File: config.mk
export PLATFORM = sky130hd
export DESIGN_NAME = ct_param_counter
export DESIGN_NICKNAME = d
export VERILOG_FILES = /design/src/rtl/ct_param_counter.sv
export SDC_FILE = /design/constraint.sdc
export NUM_CORES = 1
export LEC_CHECK = 0
export CORE_MARGIN = 2
export CORE_UTILIZATION = 50
export CTS_CLUSTER_SIZE = 12
export DETAILED_ROUTE_END_ITERATION = 8
export GPL_TIMING_DRIVEN = 0
export PLACE_DENSITY = 0.83
export SYNTH_ARGS = -nofsm -noshare
export SYNTH_HDL_FRONTEND = slang
export SYNTH_SLANG_ARGS = --single-unit
File: constraint.sdc
create_clock -name clk -period 3.86 [get_ports clk]
set_input_delay 0.579 -clock clk [delete_from_list [all_inputs] [get_ports clk]]
set_output_delay 0.579 -clock clk [all_outputs]
set_load 0.01 [all_outputs]
File: src/rtl/ct_param_counter.sv
// rtl/ct_param_counter.sv - loadable up/down counter with wrap/saturate, terminal-count pulse and sticky overflow
module ct_param_counter #(
    parameter int DATA_WIDTH = 8,
    parameter bit SATURATE   = 1'b0,
    parameter bit ONE_SHOT   = 1'b0
) (
    input  logic                  clk,
    input  logic                  rst_n,
    input  logic                  ld,
    input  logic [DATA_WIDTH-1:0] data,
    input  logic                  en,
    input  logic                  up,
    input  logic                  clr_ovf,
    output logic [DATA_WIDTH-1:0] count,
    output logic                  tc,
    output logic                  ovf,
    output logic [1:0]            state
);

    typedef enum logic [1:0] {
        ST_IDLE = 2'd0,
        ST_RUN  = 2'd1,
        ST_DONE = 2'd2
    } state_t;

    localparam logic [DATA_WIDTH-1:0] MAX = '1;

    state_t                st;
    logic [DATA_WIDTH-1:0] terminal;
    logic [DATA_WIDTH-1:0] stepped;
    logic                  boundary;
    logic                  step_hit;
    logic                  stepping;
    logic                  ovf_set;

    always_comb begin
        terminal = up ? MAX : '0;
        boundary = (count == terminal);
        stepped  = up ? (count + 1'b1) : (count - 1'b1);
        // A boundary step never re-announces the terminal value, even when saturating onto it.
        step_hit = !boundary && (stepped == terminal);
        stepping = !ld && en && (st == ST_RUN);
        ovf_set  = stepping && boundary;
    end

    always_ff @(posedge clk or negedge rst_n) begin
        if (!rst_n) begin
            count <= '0;
            tc    <= 1'b0;
            ovf   <= 1'b0;
            st    <= ST_IDLE;
        end else begin
            if (ld) begin
                count <= data;
                st    <= ST_RUN;
                tc    <= 1'b0;
            end else if (stepping) begin
                if (!(SATURATE && boundary)) begin
                    count <= stepped;
                end
                tc <= step_hit;
                if (ONE_SHOT && step_hit) begin
                    st <= ST_DONE;
                end
            end else begin
                tc <= 1'b0;
            end

            if (ovf_set) begin
                ovf <= 1'b1;
            end else if (clr_ovf) begin
                ovf <= 1'b0;
            end
        end
    end

    assign state = st;

endmodule

# Word-level counts from Yosys, hierarchy flattened
# Cells that the tools add are included.
# Widths: inputs -> output; s select.
# word_totals
inputBits	14
register_bits	11
out_inout_bits	12
# op_classes
n_eq_ne	2
mux	8
addsub	2
reduce_logical	8
# op_table
cell	n
$mux 8	4
$eq 8x8->1	2
$add 8x1->8 const B	1
$sub 8x1->8 const B	1
$logic_and 1x1->1	4
$mux 1	4
$reduce_bool 2->1	2
$logic_not 1->1	2

# Logic depth before layout (Yosys ltp)
# Gate-level depths: netlist of the first run.
# logic_depth
depth_word	6
ltp_mapped	9

# Worst setup path after synthesis of the first run
# Ideal clock, no wire load.
# synth_timing
path_kind	input to register
startpoint	in up
endpoint	reg tc
arrival_time_ns	2.896
path_buffers	1
t_required_ns	3.772
slack_ns	0.876
stages	8
cell_sequence	clkbuf_1 inv_1 fa_1 a211o_1 a2111oi_0 and4b_1 a2111o_1 a211oi_2
# synth_between
elab_chain_cells	6
word_cells_on_any_way	8
cone_classes	2 x eq/ne; 4 x mux; 2 x reduce/logical
# synth_rtl
item	line	source
start, declared	12	input logic up,
$mux 8	37	terminal = up ? MAX : '0;
$eq 8x8->1	38	boundary = (count == terminal);
$logic_not 1->1	41	step_hit = !boundary && (stepped == terminal);
$logic_and 1x1->1 *	41	
$mux 1 *	57	end else if (stepping) begin
$mux 1 *	53	if (ld) begin
end signal, assigned	61	tc <= step_hit;
end, declared	15	output logic tc,
# Every way passes the cells marked *; elsewhere a longest branch is shown, timed or not.
# A chain may end at the register's enable or synchronous reset.

# Worst setup path after layout of the first run
# Same ends and word-level chain as after synthesis.

==> impl_metrics.tcl, run 1 <==
set metrics [dict create \
    arrival_ns 3.18 \
    worstSkewPairLatency_ns 0.27 \
    min_path_type "flop to flop" \
    grt_usage_pct 25.3 \
    slowest_stage "fa_1" \
    final_hold_viol_count 0 \
    clk_pin_slew_worst_paths_ns 0.07 \
    portBuffers 23 \
    synth_cell_type_count 47 \
    max_slew.worst_pin.slew_ns 0.508 \
    cap_viol_max_count 0 \
    gr-total-overflow 0 \
    setup.worst_path.end "tc" \
    drt_iter0_markers 20 \
    h-tree-depth 1 \
    path_cells "clkbuf_1 -> inv_1 -> fa_1 -> a211o_1 -> a2111oi_0 -> and4b_1 -> a2111o_1 -> a211oi_2" \
    yosysWarnings 0 \
    synth_top_area_cell "dfrtp_1" \
    die-height_um 47.1 \
    syn_to_final_growth_pct 31.0 \
    die_x_um 47.1 \
    synth_nets 122 \
    synth_ff_type "dfrtp_1" \
    cts_hold_buf 0 \
    cts-resized-gates 0 \
    postRouteAntennaNets 0 \
    syn_area_um2 927 \
    place.gp.congestion 0.838 \
    drive_gt1_share_pct 9.38 \
    leakage_nw 0.492 \
    cp-end-kind "flop" \
    r2r-end "tc" \
    ys_top_cells_by_area "dfrtp_1, ha_1, nand2_1" \
    fillers 140 \
    cts_setup_buffers 0 \
    synthArstFlopShare_pct 100 \
    grt_max_degree 12 \
    nets 150 \
    initial_utilization_pct 53.7 \
    rows 15 \
    fp.dieArea_mm2 0.00221 \
    finalSetupTns_ns 0 \
    cpPeakStageDelay_ns 0.53 \
    dpl.hpwl_um 1790 \
    antenna_cells 0 \
    synth-edff-count 0 \
    wl_per_cell_um 15.0 \
    critPathLaunchType "input port" \
    avgViaCountPerCell 5.95 \
    crit_type "input port to flop" \
    wl_um 2290 \
    fin_skew_ns 0.00416 \
    register_area_um2 275 \
    timing.slew.headroom_pct 65.7 \
    netlist_instances 101 \
    outcome "finished clean" \
    setup_viol 0 \
    cts_made_buffers 3 \
    rsz0062_at_grt "false" \
    startpoint "up" \
    worst_hold_slack_ns 0.536 \
    multi_input_area_um2 614 \
    clock-root-buffer "clkbuf_4" \
    cts_tree "built" \
    drc_errors 0 \
    routed-via-count 911 \
    grt_pass1_vias 883 \
    ys_ff_latch 11 \
    reg2reg_from "count[0]" \
    power_density_mw_per_mm2 392 \
    antenna_found_initial 0 \
    synth_top_cell_area_share_pct 29.7 \
    r2r_setup_slack_ns 1.24 \
    cts.sink_count 11 \
    crit_required_ns 4.04 \
    ff2ff_path_depth 6 \
    ys_seq_area_share_pct 29.7 \
    drtPass1Iterations 4 \
    cts_max_path_buffers 2 \
    critPathMaxFanout 8 \
    avgSynthCellArea_um2 9.18 \
    io_pins 26 \
    grt_first_pass_wirelength_um 3910 \
    fin_crit_sh_pct 77.5 \
    finalCriticalPeriod_ns 2.99 \
    maxSlewViolCount 0 \
    ir_worst_vdd_uv 247 \
    core_area_mm2 0.00173 \
    max_freq_mhz 334 \
]
==> final cells by class <==
| type | count | share of cell area [%] |
|---|---|---|
| Multi-Input combinational cell | 81 | 50.6 |
| Timing Repair Buffer | 23 | 18.9 |
| Tap cell | 25 | 2.57 |
| Sequential cell | 11 | 22.7 |
| Inverter | 5 | 1.54 |
| Clock buffer | 4 | 2.16 |
| Buffer | 4 | 1.54 |
==> critical path: cells and delay by family <==
kind,cells,cell delay (ns)
AO/OA/AOI/OAI,4,1.24
AND/OR/NAND/NOR,1,0.27
adder cells (fa/ha/maj),1,0.53
buffers and inverters,2,0.53
==> cell families after synthesis <==
| kind of cell | Yosys count | synth area share, % |
|---|---|---|
| AO/OA/AOI/OAI | 31 | 26.2 |
| XOR/XNOR | 5 | 4.72 |
| adder cells (fa/ha/maj) | 7 | 10.3 |
| buffers and inverters | 9 | 4.05 |
| flip-flops | 11 | 29.7 |
| multiplexers | 1 | 1.08 |
| other | 1 | 0.404 |
| AND/OR/NAND/NOR | 36 | 23.6 |
==> cells in the mapped netlist (all sizes together), types with 2 or more instances <==
| master | n |
|---|---|
| nand3 | 5 |
| inv | 5 |
| a21oi | 3 |
| nand2 | 8 |
| nor4b | 3 |
| o21ai | 7 |
| a211o | 2 |
| xor2 | 3 |
| a22oi | 3 |
| nor3 | 2 |
| nor2 | 6 |
| a221o | 2 |
| xnor2 | 2 |
| dfrtp | 11 |
| a211oi | 3 |
| nor4 | 2 |
| clkbuf | 3 |
| nand4 | 2 |
| ha | 6 |
==> registers in the layout, indices dropped and copies added, names as in the netlist <==
| register | cells |
|---|---|
| state | 1 |
| ovf | 1 |
| tc | 1 |
| count | 8 |
==> how the worst min path moves through the flow <==
stage,depth (start not counted),start,slack [ns],to
after detailed placement,2,ovf,0.54,ovf
after global routing,2,ovf,0.58,ovf
after CTS,2,ovf,0.55,ovf
final,2,ovf,0.54,ovf
after global placement,1,state[0],0.51,state[0]
after floorplan,0,rst_n,0.28,count[0]
==> layout by cell type (no fill, tap or decap), types with 4 or more instances in the layout <==
| master | synthesis | routed |
|---|---|---|
| inv_1 | 5 | 5 |
| nand3_1 | 5 | 5 |
| dfrtp_1 | 11 | 11 |
| clkdlybuf4s50_1 | 0 | 23 |
| o21ai_0 | 5 | 5 |
| nor2_1 | 6 | 6 |
| ha_1 | 6 | 6 |
| clkbuf_1 | 3 | 4 |
| nand2_1 | 8 | 8 |
==> routing by layer <==
metal	up-vias	share of wire, %	global-route usage [%]
met3	5	6.0	6.92
met5	-	0	0
met4	0	1.4	8.33
met2	33	49	44.1
li1	438	-	-
met1	435	44	30.0
==> per-stage QoR <==
stage | std cells | area, um2 | setup WS [ns] | power (mW) | util [%]
global placement | 149 | 1190 | 0.632 | 0.389 | 68.8
global route | 153 | 1210 | 0.644 | 0.512 | 70.4
floorplan | 101 | 927 | 0.876 | 0.316 | -
finish | 153 | 1210 | 0.867 | 0.476 | 70.4
CTS | 153 | 1210 | 0.863 | 0.477 | 70.4
detailed placement | 149 | 1190 | 0.584 | 0.395 | 68.8
==> power by group <==
part           switching (mW)  internal (mW)
Clock                  0.0394         0.0401
Sequential             0.0199          0.130
Combinational           0.128          0.119
Note: power is estimated with default switching activity, not from simulation.
==> inputs of run 2 (changes only) <==
Settings changed: CORE_UTILIZATION 50 to 47, PLACE_DENSITY 0.83 to 0.79.
Clock period 3.86 ns to 2.86 ns, I/O delays scaled along.
==> impl_metrics.tcl, run 2 (same netlist as run 1, synthesis figures left out) <==
set metrics [dict create \
    worst_hold_slack_ns 0.489 \
    clk_pin_slew_worst_paths_ns 0.08 \
    critPathMaxFanout 8 \
    outcome "finished clean" \
    die_x_um 48.4 \
    io_pins 26 \
    min_path_type "input port to async pin" \
    portBuffers 23 \
    ir_worst_vdd_uv 310 \
    cts_made_buffers 3 \
    finalSetupTns_ns 0 \
    r2r-end "tc" \
    setup_slack_ns 0.228 \
    clock-root-buffer "clkbuf_4" \
    reg2reg_from "count[0]" \
    antenna_cells 0 \
    core_area_mm2 0.00190 \
    crit_type "flop to flop" \
    cts_tree "built" \
    critPathLaunchType "flop" \
    finalCriticalPeriod_ns 2.63 \
    h-tree-depth 1 \
    nets 150 \
    die-height_um 48.4 \
    dpl.hpwl_um 1830 \
    r2r_setup_slack_ns 0.23 \
    layout_commonest_cell "clkdlybuf4s50_1" \
    cts_hold_buf 0 \
    rows 16 \
    routed-via-count 907 \
    grt_first_pass_wirelength_um 3840 \
    wl_um 2330 \
    grt_pass1_vias 877 \
    postRouteAntennaNets 0 \
    drc_errors 0 \
    cp_num_buf_inv 0 \
    final_hold_viol_count 0 \
    syn_to_final_growth_pct 31.4 \
    largest_register "count" \
    path_cells "fa_1 -> a211o_1 -> a2111oi_0 -> and4b_1 -> a2111o_1 -> a211oi_2" \
    setup_viol 0 \
    cpPeakStageDelay_ns 0.50 \
    initial_utilization_pct 48.7 \
    critical_path.top_delay_family "compound AO/OA/AOI/OAI gates" \
    arrival_ns 2.82 \
    place.gp.congestion 0.801 \
    gr-total-overflow 0 \
    fin_skew_ns 0.00553 \
    cts_max_path_buffers 2 \
    drtPass1Iterations 4 \
    post-place-ws_ns -0.298 \
    cts.sink_count 11 \
    cap_viol_max_count 0 \
    rsz0062_at_grt "false" \
    leakage_nw 0.494 \
    drt_iter0_markers 34 \
    cp-end-kind "flop" \
    ff2ff_path_depth 6 \
    slowest_stage "dfrtp_1" \
    fp.dieArea_mm2 0.00234 \
    fin_crit_sh_pct 92.0 \
    max_freq_mhz 380 \
    grt_max_degree 12 \
    power_density_mw_per_mm2 532 \
    crit_required_ns 3.05 \
    worstSkewPairLatency_ns 0.28 \
    timing.slew.headroom_pct 64.0 \
    antenna_found_initial 0 \
    cts_setup_buffers 0 \
    final_core_util_pct 64.1 \
    largest_reg_flops 8 \
    maxSlewViolCount 0 \
    wl_per_cell_um 15.0 \
    max_slew.worst_pin.slew_ns 0.532 \
    drive_gt1_share_pct 10.9 \
    grt_usage_pct 21.0 \
    layout_common_cells "clkdlybuf4s50_1, dfrtp_1, nand2_1" \
    avgViaCountPerCell 5.85 \
]
## run 2: cell counts in the layout (fill, tap and decap cells not counted)
Identical to the previous run, type by type.
## run 2: metal layers
metal  part of all wire [%]  vias to the layer above  global-route usage, %
li1                       -                      441                      -
met1                     44                      418                   24.5
met2                     49                       41                   38.7
met3                    5.8                        7                   3.09
met4                    1.7                        0                   8.57
met5                      0                        -                      0
## run 2: timing repair
item | CTS | global route
gates resized for setup | 1 | 2
endpoints found under the setup margin | 1 | 1
pin swaps | 0 | 0
## run 2: layout make-up
class	count	area (um2)
fill	157	683
sequential	11	275
clock buffer	4	26.3
timing repair buffer	23	230
inverter	5	18.8
multi-input combinational	81	614
buffer	4	20.0
tap	27	33.8
## run 2: worst max-delay path by stage
stage                     startpoint  endpoint  slack, ns  cells past startpoint
after floorplan                   up        tc       0.03                      8
after global placement            up        tc      -0.21                      8
after detailed placement          up        tc      -0.30                      8
after CTS                         up        tc       0.07                      8
after global routing        count[0]        tc       0.16                      6
final                       count[0]        tc       0.23                      6
## run 2: metrics by stage
| stage | total power, mW | std cells | area [um2] |
|---|---|---|---|
| final | 0.648 | 155 | 1220 |
| after global routing | 0.687 | 155 | 1220 |
| after floorplan | 0.426 | 101 | 927 |
| after global placement | 0.524 | 151 | 1190 |
| after CTS | 0.644 | 155 | 1220 |
| after detailed placement | 0.533 | 151 | 1190 |
## run 2: report_power, final
| part | switching (mW) | internal [mW] | total, mW |
|---|---|---|---|
| logic | 0.174 | 0.161 | 0.336 |
| registers | 0.0245 | 0.175 | 0.199 |
| clock network | 0.0594 | 0.0542 | 0.114 |
==> inputs of run 3 (changes only) <==
Settings changed: CORE_UTILIZATION 47 to 42, PLACE_DENSITY 0.79 to 0.74, REMOVE_ABC_BUFFERS set to 1, SKIP_CTS_REPAIR_TIMING set to 1.
Clock period 2.86 ns to 2.21 ns, I/O delays scaled along.
==> impl_metrics.tcl, run 3 (same netlist as run 1, synthesis figures left out) <==
set metrics [dict create \
    cpPeakStageDelay_ns 0.45 \
    fp.dieArea_mm2 0.00260 \
    timing.slew.headroom_pct 64.2 \
    max_freq_mhz 421 \
    wl_per_cell_um 15.1 \
    cp-end-kind "flop" \
    ff2ff_path_depth 6 \
    drt_iter0_markers 10 \
    antenna_found_initial 0 \
    critical_path.top_delay_family "compound AO/OA/AOI/OAI gates" \
    max_slew.worst_pin.slew_ns 0.529 \
    grt_pass1_vias 874 \
    cts.sink_count 11 \
    clock-root-buffer "clkbuf_4" \
    combPwrFrac_pct 56.1 \
    p_clk_share_pct 15.4 \
    swShare_pct 39.1 \
    min_path_type "input port to async pin" \
    antenna_cells 0 \
    finalSetupTns_ns -0.165 \
    critPathLaunchType "flop" \
    drtPass1Iterations 4 \
    nets 153 \
    rsz0062_at_grt "true" \
    violations "setup timing" \
    outcome "finished, violations left" \
    postRouteAntennaNets 0 \
    wl_um 2390 \
    power.share.sequential_pct 28.5 \
    cts_max_path_buffers 2 \
    gr-total-overflow 0 \
    crit_required_ns 2.39 \
    final_hold_viol_count 0 \
    die_x_um 51.0 \
    cp.depth 6 \
    core_area_mm2 0.00215 \
    finalCriticalPeriod_ns 2.38 \
    ir_worst_vdd_uv 462 \
    io_pins 26 \
    setup_viol 1 \
    worstSkewPairLatency_ns 0.27 \
    place.gp.congestion 0.795 \
    slowest_stage "dfrtp_2" \
    p_sw_mw 0.358 \
    portBuffers 24 \
    p_int_mw 0.557 \
    rows 17 \
    arrival_ns 2.56 \
    power_density_mw_per_mm2 708 \
    grt_first_pass_wirelength_um 3930 \
    cts_made_buffers 3 \
    grt_max_degree 14 \
    routed-via-count 928 \
    crit_type "flop to flop" \
    cts_tree "built" \
    layout_common_cells "clkdlybuf4s50_1, dfrtp_1, nand2_1" \
    drive_gt1_share_pct 19.8 \
    drc_errors 0 \
    grt_usage_pct 19.6 \
    clk_pin_slew_worst_paths_ns 0.07 \
    fin_crit_sh_pct 107 \
    leakage_nw 0.513 \
    layout_commonest_cell "clkdlybuf4s50_1" \
    avgViaCountPerCell 5.84 \
    maxSlewViolCount 0 \
    cap_viol_max_count 0 \
    largest_register "count" \
    dpl.hpwl_um 1720 \
    fin_skew_ns 0.00222 \
    die-height_um 51.0 \
    setup_slack_ns -0.165 \
    initial_utilization_pct 43.2 \
    critPathMaxFanout 3 \
    h-tree-depth 1 \
    total_power_mw 0.915 \
    path_cells "fa_2 -> a211o_1 -> a2111oi_4 -> and4b_2 -> a2111o_1 -> a211oi_2" \
    syn_to_final_growth_pct 39.4 \
    cp_num_buf_inv 0 \
    largest_reg_flops 8 \
]
[run 3: cell count changes in the layout (fill, tap and decap cells not counted), sizes merged]
cell    delta
clkbuf     -2
buf        +5
[run 3: final cells by class]
cell class              instances  area [um2]
fillers                       183         856
multi-input cells              81         652
repair buffers                 30         280
flip-flops and latches         11         278
well taps                      28        35.0
clock buffers                   4        26.3
inverters                       5        21.3
[run 3: layer usage]
metal,part of all wire [%],global-route usage [%],routed length (um)
met2,50,32.7,1190
met3,3.2,2.05,77
met5,0,0,0
met4,1.0,6.76,25
met1,46,26.2,1100
[run 3: worst paths after layout]
path                          start        to  slack (ns)
hold / removal                rst_n       ovf        0.39
min in group clk                ovf       ovf        0.53
setup reg to reg           count[1]        tc       -0.17
hold reg to reg                 ovf       ovf        0.53
max in group asynchronous     rst_n  count[1]        1.45
setup / recovery           count[1]        tc       -0.17
[run 3: per-stage QoR]
step	worst slack [ns]	hold WS, ns	util (%)	cell area [um2]	cells
detailed placement	-1.16	0.510	55.1	1180	149
floorplan	-0.231	0.0359	-	908	97
global placement	-1.15	0.509	55.1	1180	149
CTS	-0.917	0.406	56.3	1210	153
global route	-0.257	0.422	60.2	1290	159
finish	-0.165	0.391	60.2	1290	159
[run 3: power by group through the flow]
stage	combinational (mW)	sequential, mW	clock (mW)
2_1_floorplan	0.277	0.269	0
3_3_place_gp	0.417	0.264	0
3_5_place_dp	0.426	0.266	0
4_1_cts	0.429	0.262	0.144
5_1_grt	0.560	0.264	0.154
6_report	0.514	0.260	0.141
